$ cat config.mk
export PLATFORM = sky130hd
export DESIGN_NAME = obj_motion_engine
export DESIGN_NICKNAME = d
export VERILOG_FILES = /design/src/rtl/obj_pkg.sv /design/src/rtl/vga_hd_pkg.sv /design/src/rtl/obj_axis_step.sv /design/src/rtl/obj_motion_engine.sv
export SDC_FILE = /design/constraint.sdc
export NUM_CORES = 1
export LEC_CHECK = 0
export ABC_CLOCK_PERIOD_IN_PS = 5600
export BUFFER_PORTS_ARGS = -buffer_cell sky130_fd_sc_hd__buf_4
export CELL_PAD_IN_SITES_DETAIL_PLACEMENT = 0
export CELL_PAD_IN_SITES_GLOBAL_PLACEMENT = 1
export CORE_ASPECT_RATIO = 1.2
export CORE_MARGIN = 2
export CORE_UTILIZATION = 42
export CTS_CLUSTER_DIAMETER = 100
export CTS_CLUSTER_SIZE = 24
export DETAILED_ROUTE_END_ITERATION = 6
export PLACE_DENSITY = 0.78
export SLEW_MARGIN = 20
export SYNTH_ARGS = -nofsm -noshare
export SYNTH_HDL_FRONTEND = slang
export SYNTH_SLANG_ARGS = --single-unit
$ cat constraint.sdc
create_clock -name vid_clk -period 5.6 [get_ports vid_clk]
set_input_delay 0.28 -clock vid_clk [delete_from_list [all_inputs] [get_ports vid_clk]]
set_output_delay 0.28 -clock vid_clk [all_outputs]
set_load 0.02 [all_outputs]
$ cat src/rtl/obj_pkg.sv
// Object table geometry and shared types for the object renderer and motion stage.
package obj_pkg;
    localparam int unsigned NUM_OBJ   = 4;
    localparam int unsigned OBJ_VEL_W = 8;
    localparam int unsigned POS_W     = 12;

    // Element 0 is object 0.
    localparam logic [NUM_OBJ-1:0][POS_W-1:0] ObjSizeX = {12'd24, 12'd8, 12'd32, 12'd16};
    localparam logic [NUM_OBJ-1:0][POS_W-1:0] ObjSizeY = {12'd24, 12'd32, 12'd8, 12'd16};

    localparam int unsigned WALL_LEFT   = 0;
    localparam int unsigned WALL_RIGHT  = 1;
    localparam int unsigned WALL_TOP    = 2;
    localparam int unsigned WALL_BOTTOM = 3;

    typedef logic signed [OBJ_VEL_W-1:0] obj_vel_t;

    typedef struct packed {
        logic             en;
        logic [POS_W-1:0] x;
        logic [POS_W-1:0] y;
        obj_vel_t         vx;
        obj_vel_t         vy;
    } obj_state_t;
endpackage

$ cat src/rtl/vga_hd_pkg.sv
// 1280x720 active-video geometry shared by the renderer and the motion stage.
package vga_hd_pkg;
    localparam int unsigned ActivePels  = 1280;
    localparam int unsigned ActiveLines = 720;
endpackage

$ cat src/rtl/obj_axis_step.sv
// Single-axis position step with bounce off [lo, hi]; purely combinational.
module obj_axis_step #(
    parameter int unsigned VEL_W = 8
) (
    input  logic [11:0]             pos_i,
    input  logic signed [VEL_W-1:0] vel_i,
    input  logic signed [13:0]      lo_i,
    input  logic signed [13:0]      hi_i,
    output logic [11:0]             pos_o,
    output logic signed [VEL_W-1:0] vel_o,
    output logic                    hit_lo_o,
    output logic                    hit_hi_o
);
    localparam logic signed [VEL_W-1:0] VMIN = {1'b1, {(VEL_W-1){1'b0}}};
    localparam logic signed [VEL_W-1:0] VMAX = {1'b0, {(VEL_W-1){1'b1}}};

    logic signed [13:0]      nx;
    logic signed [VEL_W-1:0] abs_v;

    always_comb begin
        nx       = $signed({2'b00, pos_i}) + 14'(vel_i);
        // |VMIN| does not fit, so it saturates to VMAX
        abs_v    = (vel_i == VMIN) ? VMAX : (vel_i[VEL_W-1] ? -vel_i : vel_i);
        pos_o    = 12'(nx);
        vel_o    = vel_i;
        hit_lo_o = 1'b0;
        hit_hi_o = 1'b0;
        if (hi_i < lo_i) begin
            pos_o = 12'(lo_i);
        end else if (nx < lo_i) begin
            pos_o    = 12'(lo_i);
            vel_o    = abs_v;
            hit_lo_o = 1'b1;
        end else if (nx > hi_i) begin
            pos_o    = 12'(hi_i);
            vel_o    = -abs_v;
            hit_hi_o = 1'b1;
        end
    end
endmodule

$ cat src/rtl/obj_motion_engine.sv
// Per-frame object motion: steps every object sequentially in shadow state,
// then commits all positions to the renderer-facing outputs in one cycle.
module obj_motion_engine
    import obj_pkg::*;
    import vga_hd_pkg::*;
#(
    parameter int unsigned NUM_OBJ = obj_pkg::NUM_OBJ,
    parameter int unsigned VEL_W   = 8
) (
    input  logic                         vid_clk,
    input  logic                         vid_reset_n,
    input  logic                         frame_tick,
    input  logic [3:0][7:0]              frame_widths,
    input  logic                         cfg_we,
    input  logic [$clog2(NUM_OBJ)-1:0]   cfg_idx,
    input  logic                         cfg_en,
    input  logic [11:0]                  cfg_x,
    input  logic [11:0]                  cfg_y,
    input  logic signed [VEL_W-1:0]      cfg_vx,
    input  logic signed [VEL_W-1:0]      cfg_vy,
    output logic [NUM_OBJ-1:0][11:0]     obj_x,
    output logic [NUM_OBJ-1:0][11:0]     obj_y,
    output logic [NUM_OBJ-1:0]           obj_en,
    output logic [NUM_OBJ-1:0][3:0]      wall_hit,
    output logic                         busy,
    output logic                         overrun
);
    localparam int unsigned IDX_W = $clog2(NUM_OBJ);

    localparam logic [1:0] S_IDLE   = 2'd0;
    localparam logic [1:0] S_UPDATE = 2'd1;
    localparam logic [1:0] S_COMMIT = 2'd2;

    logic [1:0]       state_q, state_d;
    logic [IDX_W-1:0] idx_q, idx_d;
    logic             busy_q, overrun_q, overrun_d;

    logic [NUM_OBJ-1:0][11:0]      x_q, y_q;
    logic [NUM_OBJ-1:0][VEL_W-1:0] vx_q, vy_q;
    logic [NUM_OBJ-1:0]            en_q;
    logic [NUM_OBJ-1:0][3:0]       hit_acc_q;

    logic [NUM_OBJ-1:0][11:0] obj_x_q, obj_y_q;
    logic [NUM_OBJ-1:0]       obj_en_q;
    logic [NUM_OBJ-1:0][3:0]  wall_hit_q;

    logic signed [13:0]      x_lo, x_hi, y_lo, y_hi;
    logic [11:0]             nx_pos, ny_pos;
    logic signed [VEL_W-1:0] nx_vel, ny_vel;
    logic                    x_hit_lo, x_hit_hi, y_hit_lo, y_hit_hi;
    logic                    cfg_valid, step_en;

    assign cfg_valid = cfg_we && (32'(cfg_idx) < NUM_OBJ);
    // A same-index cfg write discards this cycle's step result
    assign step_en   = (state_q == S_UPDATE) && en_q[idx_q] && !(cfg_valid && (cfg_idx == idx_q));

    assign x_lo = 14'(frame_widths[WALL_LEFT]);
    assign x_hi = 14'(ActivePels) - 14'(frame_widths[WALL_RIGHT]) - 14'(ObjSizeX[idx_q]);
    assign y_lo = 14'(frame_widths[WALL_TOP]);
    assign y_hi = 14'(ActiveLines) - 14'(frame_widths[WALL_BOTTOM]) - 14'(ObjSizeY[idx_q]);

    obj_axis_step #(.VEL_W(VEL_W)) u_step_x (
        .pos_i(x_q[idx_q]), .vel_i($signed(vx_q[idx_q])), .lo_i(x_lo), .hi_i(x_hi),
        .pos_o(nx_pos), .vel_o(nx_vel), .hit_lo_o(x_hit_lo), .hit_hi_o(x_hit_hi)
    );

    obj_axis_step #(.VEL_W(VEL_W)) u_step_y (
        .pos_i(y_q[idx_q]), .vel_i($signed(vy_q[idx_q])), .lo_i(y_lo), .hi_i(y_hi),
        .pos_o(ny_pos), .vel_o(ny_vel), .hit_lo_o(y_hit_lo), .hit_hi_o(y_hit_hi)
    );

    always_comb begin
        state_d   = state_q;
        idx_d     = idx_q;
        overrun_d = 1'b0;
        case (state_q)
            S_IDLE: begin
                if (frame_tick) begin
                    state_d = S_UPDATE;
                    idx_d   = '0;
                end
            end
            S_UPDATE: begin
                overrun_d = frame_tick;
                if (idx_q == IDX_W'(NUM_OBJ - 1)) begin
                    state_d = S_COMMIT;
                end else begin
                    idx_d = idx_q + IDX_W'(1);
                end
            end
            S_COMMIT: begin
                overrun_d = frame_tick;
                state_d   = S_IDLE;
            end
            default: state_d = S_IDLE;
        endcase
    end

    always_ff @(posedge vid_clk or negedge vid_reset_n) begin
        if (!vid_reset_n) begin
            state_q   <= S_IDLE;
            idx_q     <= '0;
            busy_q    <= 1'b0;
            overrun_q <= 1'b0;
        end else begin
            state_q   <= state_d;
            idx_q     <= idx_d;
            busy_q    <= (state_d != S_IDLE);
            overrun_q <= overrun_d;
        end
    end

    // Shadow object table: cfg writes take priority over the step result
    always_ff @(posedge vid_clk or negedge vid_reset_n) begin
        if (!vid_reset_n) begin
            x_q  <= '0;
            y_q  <= '0;
            vx_q <= '0;
            vy_q <= '0;
            en_q <= '0;
        end else begin
            for (int unsigned i = 0; i < NUM_OBJ; i++) begin
                if (cfg_valid && (32'(cfg_idx) == i)) begin
                    x_q[i]  <= cfg_x;
                    y_q[i]  <= cfg_y;
                    vx_q[i] <= cfg_vx;
                    vy_q[i] <= cfg_vy;
                    en_q[i] <= cfg_en;
                end else if (step_en && (32'(idx_q) == i)) begin
                    x_q[i]  <= nx_pos;
                    y_q[i]  <= ny_pos;
                    vx_q[i] <= nx_vel;
                    vy_q[i] <= ny_vel;
                end
            end
        end
    end

    always_ff @(posedge vid_clk or negedge vid_reset_n) begin
        if (!vid_reset_n) begin
            hit_acc_q <= '0;
        end else if ((state_q == S_IDLE) && frame_tick) begin
            hit_acc_q <= '0;
        end else if (step_en) begin
            hit_acc_q[idx_q] <= {y_hit_hi, y_hit_lo, x_hit_hi, x_hit_lo};
        end
    end

    always_ff @(posedge vid_clk or negedge vid_reset_n) begin
        if (!vid_reset_n) begin
            obj_x_q    <= '0;
            obj_y_q    <= '0;
            obj_en_q   <= '0;
            wall_hit_q <= '0;
        end else if (state_q == S_COMMIT) begin
            obj_x_q    <= x_q;
            obj_y_q    <= y_q;
            obj_en_q   <= en_q;
            wall_hit_q <= hit_acc_q;
        end
    end

    assign obj_x    = obj_x_q;
    assign obj_y    = obj_y_q;
    assign obj_en   = obj_en_q;
    assign wall_hit = wall_hit_q;
    assign busy     = busy_q;
    assign overrun  = overrun_q;
endmodule

==> flow_summary.ini <==
[sta]
rsz0062_at_grt = false
period_needed_ns = 5.42
fmax_ghz = 0.184
hold_viol_final = 0
tns_ns = 0
tightest_slew_ns = 0.952
relSlewSlack_pct = 36.4
slew_viol_final = 0
finClkSkew_ns = 0.0325
setup_viol = 0
fin_crit_sh_pct = 96.8

[setup_path]
r2r_setup_slack_ns = 0.18
timing.rr.start = idx_q[0]
crit_chain = mux4_2 -> ha_1 -> fa_1 -> buf_4 -> a211oi_2 -> o21ai_0 -> a21oi_1 -> xnor2_1 -> ha_1 -> o21a_1 -> a211oi_1 -> or4b_4 -> o311a_4 -> o21a_2 -> o211a_1 -> a221oi_2 -> o21ai_1
crit_fanout = 11
cpMaxStageDelayCell = mux4_2
reg2reg_to = y_q[17]
cpPeakStageDelay_ns = 0.55
rr_worst_depth = 17
cp_data_arrival_time_ns = 5.80
setup.worst_path.end_class = flop
worstSetupStartpointType = flop
worst-setup-path-type = reg2reg
critPathRequiredTime_ns = 5.98
cp_common_cell = ha_1

[hold_path]
holdCritPathClass = in2reg
holdPathEnd = vx_q[7]
min_from = cfg_vx[7]
min_path_cells = 3

[global_routing]
grt_pass1_vias = 16129
grt_overflow = 0
grt_pass1_wl_um = 95200
grt_util_met3_pct = 3.09
grt.busiest_layer = met2
grt_max_degree = 129
use_met2_pct = 47.4
antenna_found_initial = 3
use_met1_pct = 33.6
grt_use_total_pct = 26.8

[yosys]
async_flop_share_pct = 100
yosysTopAreaCell = dfrtp_1
synth_seq_area_share_pct = 41.0
ys.warnings.count = 0
synth.top_cells.by_count = 302 x dfrtp_1, 211 x a21oi_1, 127 x and3_1
syn_area_per_cell_sq_um = 9.96
ys.flop_type = dfrtp_1
synthMostInstantiatedCell = dfrtp_1
synth_area_leaders = dfrtp_1 41%, mux2_2 7.1%, ha_1 6.0%
synth_cells = 1850
ys_ff_latch = 302
synth_area_sq_um = 18400
synth-edff-count = 0
synth.distinct_cells = 97
synth_top_area_share_pct = 41.0

[layout]
multi_input_area_sq_um = 10400
utilization_pct = 50.2
syn2layout_area_growth_pct = 18.9
drive_above_1_share_pct = 26.5
fill_cells = 4030
fin_nets = 2243
regArea_sq_um = 7560

[cts]
cts_tree = done
clk_path_buf_depth = 3
cts_root_buf = clkbuf_16
cts.sinks = 302
htree_levels = 1
path_clk_slew_ns = 0.10
clk_latency_ns = 0.53
cts_buffers = 17

[placement]
place.detailed.hpwl_um = 43400
numPortBuffers = 196
routabilityCongestion = 0.917

[run]
drv_cap = 0

[floorplanning]
row_count = 84
initial_core_util_pct = 42.3
die_width_um = 195
fp.dieH_um = 233
coreArea_sq_um = 43600
die-area_sq_um = 45600
io_pins = 197

[route]
drcViolationCount = 0
via_count = 16125
totalWireLength_um = 62400
post_drt_wl_per_cell_um = 23.7
first_pass_iters = 5
drtAntennaViolNets = 0
drt_iter0_drc = 1311
vias_per_cell = 6.12

[status]
status = finished, final reports clean
[cell usage in the layout (no fill, tap or decap), types with 7 or more instances in the layout]
| cell type | instances |
|---|---|
| a211o_1 | 7 |
| a211oi_1 | 13 |
| a21o_1 | 21 |
| a21oi_1 | 209 |
| a31oi_1 | 22 |
| and2_1 | 9 |
| and3_1 | 127 |
| buf_4 | 281 |
| clkbuf_16 | 18 |
| dfrtp_1 | 300 |
| dlygate4sd3_1 | 28 |
| ha_1 | 86 |
| inv_1 | 61 |
| mux2_2 | 116 |
| mux4_2 | 41 |
| nand2_1 | 118 |
| nand2b_1 | 14 |
| nand3_1 | 26 |
| nand3b_1 | 7 |
| nand4_1 | 13 |
| nor2_1 | 90 |
| nor2b_1 | 11 |
| nor3_1 | 12 |
| o211a_1 | 7 |
| o211ai_1 | 12 |
| o21a_1 | 9 |
| o21ai_0 | 120 |
| o21ai_1 | 38 |
| o31a_1 | 8 |
| o31ai_1 | 34 |
| or3_1 | 8 |
| xnor2_1 | 23 |
| xor2_1 | 18 |
[cell type report]
cell class	instances	share of cell area, %
diodes	1	0.0114
clock buffers	19	1.98
clock inverters	4	0.297
inverters	61	1.05
multi-input cells	1373	47.3
flip-flops and latches	302	34.5
well taps	559	3.19
repair buffers	317	11.7
[worst max-delay path by stage]
stage,from,endpoint,slack [ns],cells past startpoint
after floorplan,idx_q[0],x_q[17],0.04,20
after global placement,idx_q[0],y_q[26],0.10,18
after detailed placement,idx_q[0],y_q[38],0.04,18
after CTS,idx_q[0],y_q[26],0.0004,18
after global routing,idx_q[0],vy_q[27],0.006,18
final,idx_q[0],y_q[17],0.18,17
[worst max-delay path, delay by kind of cell, from the launching register on]
family / cells / cell delay [ns]
AO/OA/AOI/OAI: 10 / 2.45
XOR/XNOR: 1 / 0.19
adder cells (fa/ha/maj): 3 / 0.92
buffers and inverters: 1 / 0.16
flip-flops: 1 / 0.54
multiplexers: 1 / 0.55
AND/OR/NAND/NOR: 1 / 0.50
[through the flow]
stage / setup WS, ns / instances / area [sq um] / hold slack (ns)
final: 0.177 / 2636 / 21900 / 0.0137
after global routing: 0.00629 / 2635 / 21900 / 0.0169
after CTS: 0.000356 / 2624 / 21600 / 0.00181
after detailed placement: 0.0398 / 2573 / 20800 / 0.444
after global placement: 0.101 / 2573 / 20800 / 0.433
after floorplan: 0.0420 / 1853 / 18400 / -0.0156
[layer usage]
layer / share of wire, % / vias up
li1: - / 7321
met1: 40 / 7985
met2: 50 / 691
met3: 6.4 / 124
met4: 3.7 / 4
met5: 0.043 / -
[cells by family after synthesis]
family                     Yosys count  synth area share, %
other                                1               0.0203
DFF                                302                 41.0
adders and majority gates           92                 6.41
and+or+nand+nor                    477                 13.5
muxes                              158                 12.2
AOI/OAI and AO/OA                  598                 20.8
xor gates and xnor gates            44                 2.13
buffers and inverters              178                 3.93
[state kept, by name, indices dropped and copies added, names as in the netlist]
signal     count
overrun        1
hit_acc_q     16
vy_q          32
busy           1
obj_en         4
obj_x         48
obj_y         48
en_q           4
state_q        2
wall_hit      16
vx_q          32
idx_q          2
y_q           48
x_q           48
[what timing repair did]
action,in CTS,in global routing
hold buffers,28,0
hold endpoints to repair,200,0
buffers inserted,0,9
gates resized for setup,0,31
endpoints found under the setup margin,0,148
Power is not shown: default switching activity piles up to over one toggle a cycle in this logic, so the estimate is an artifact.
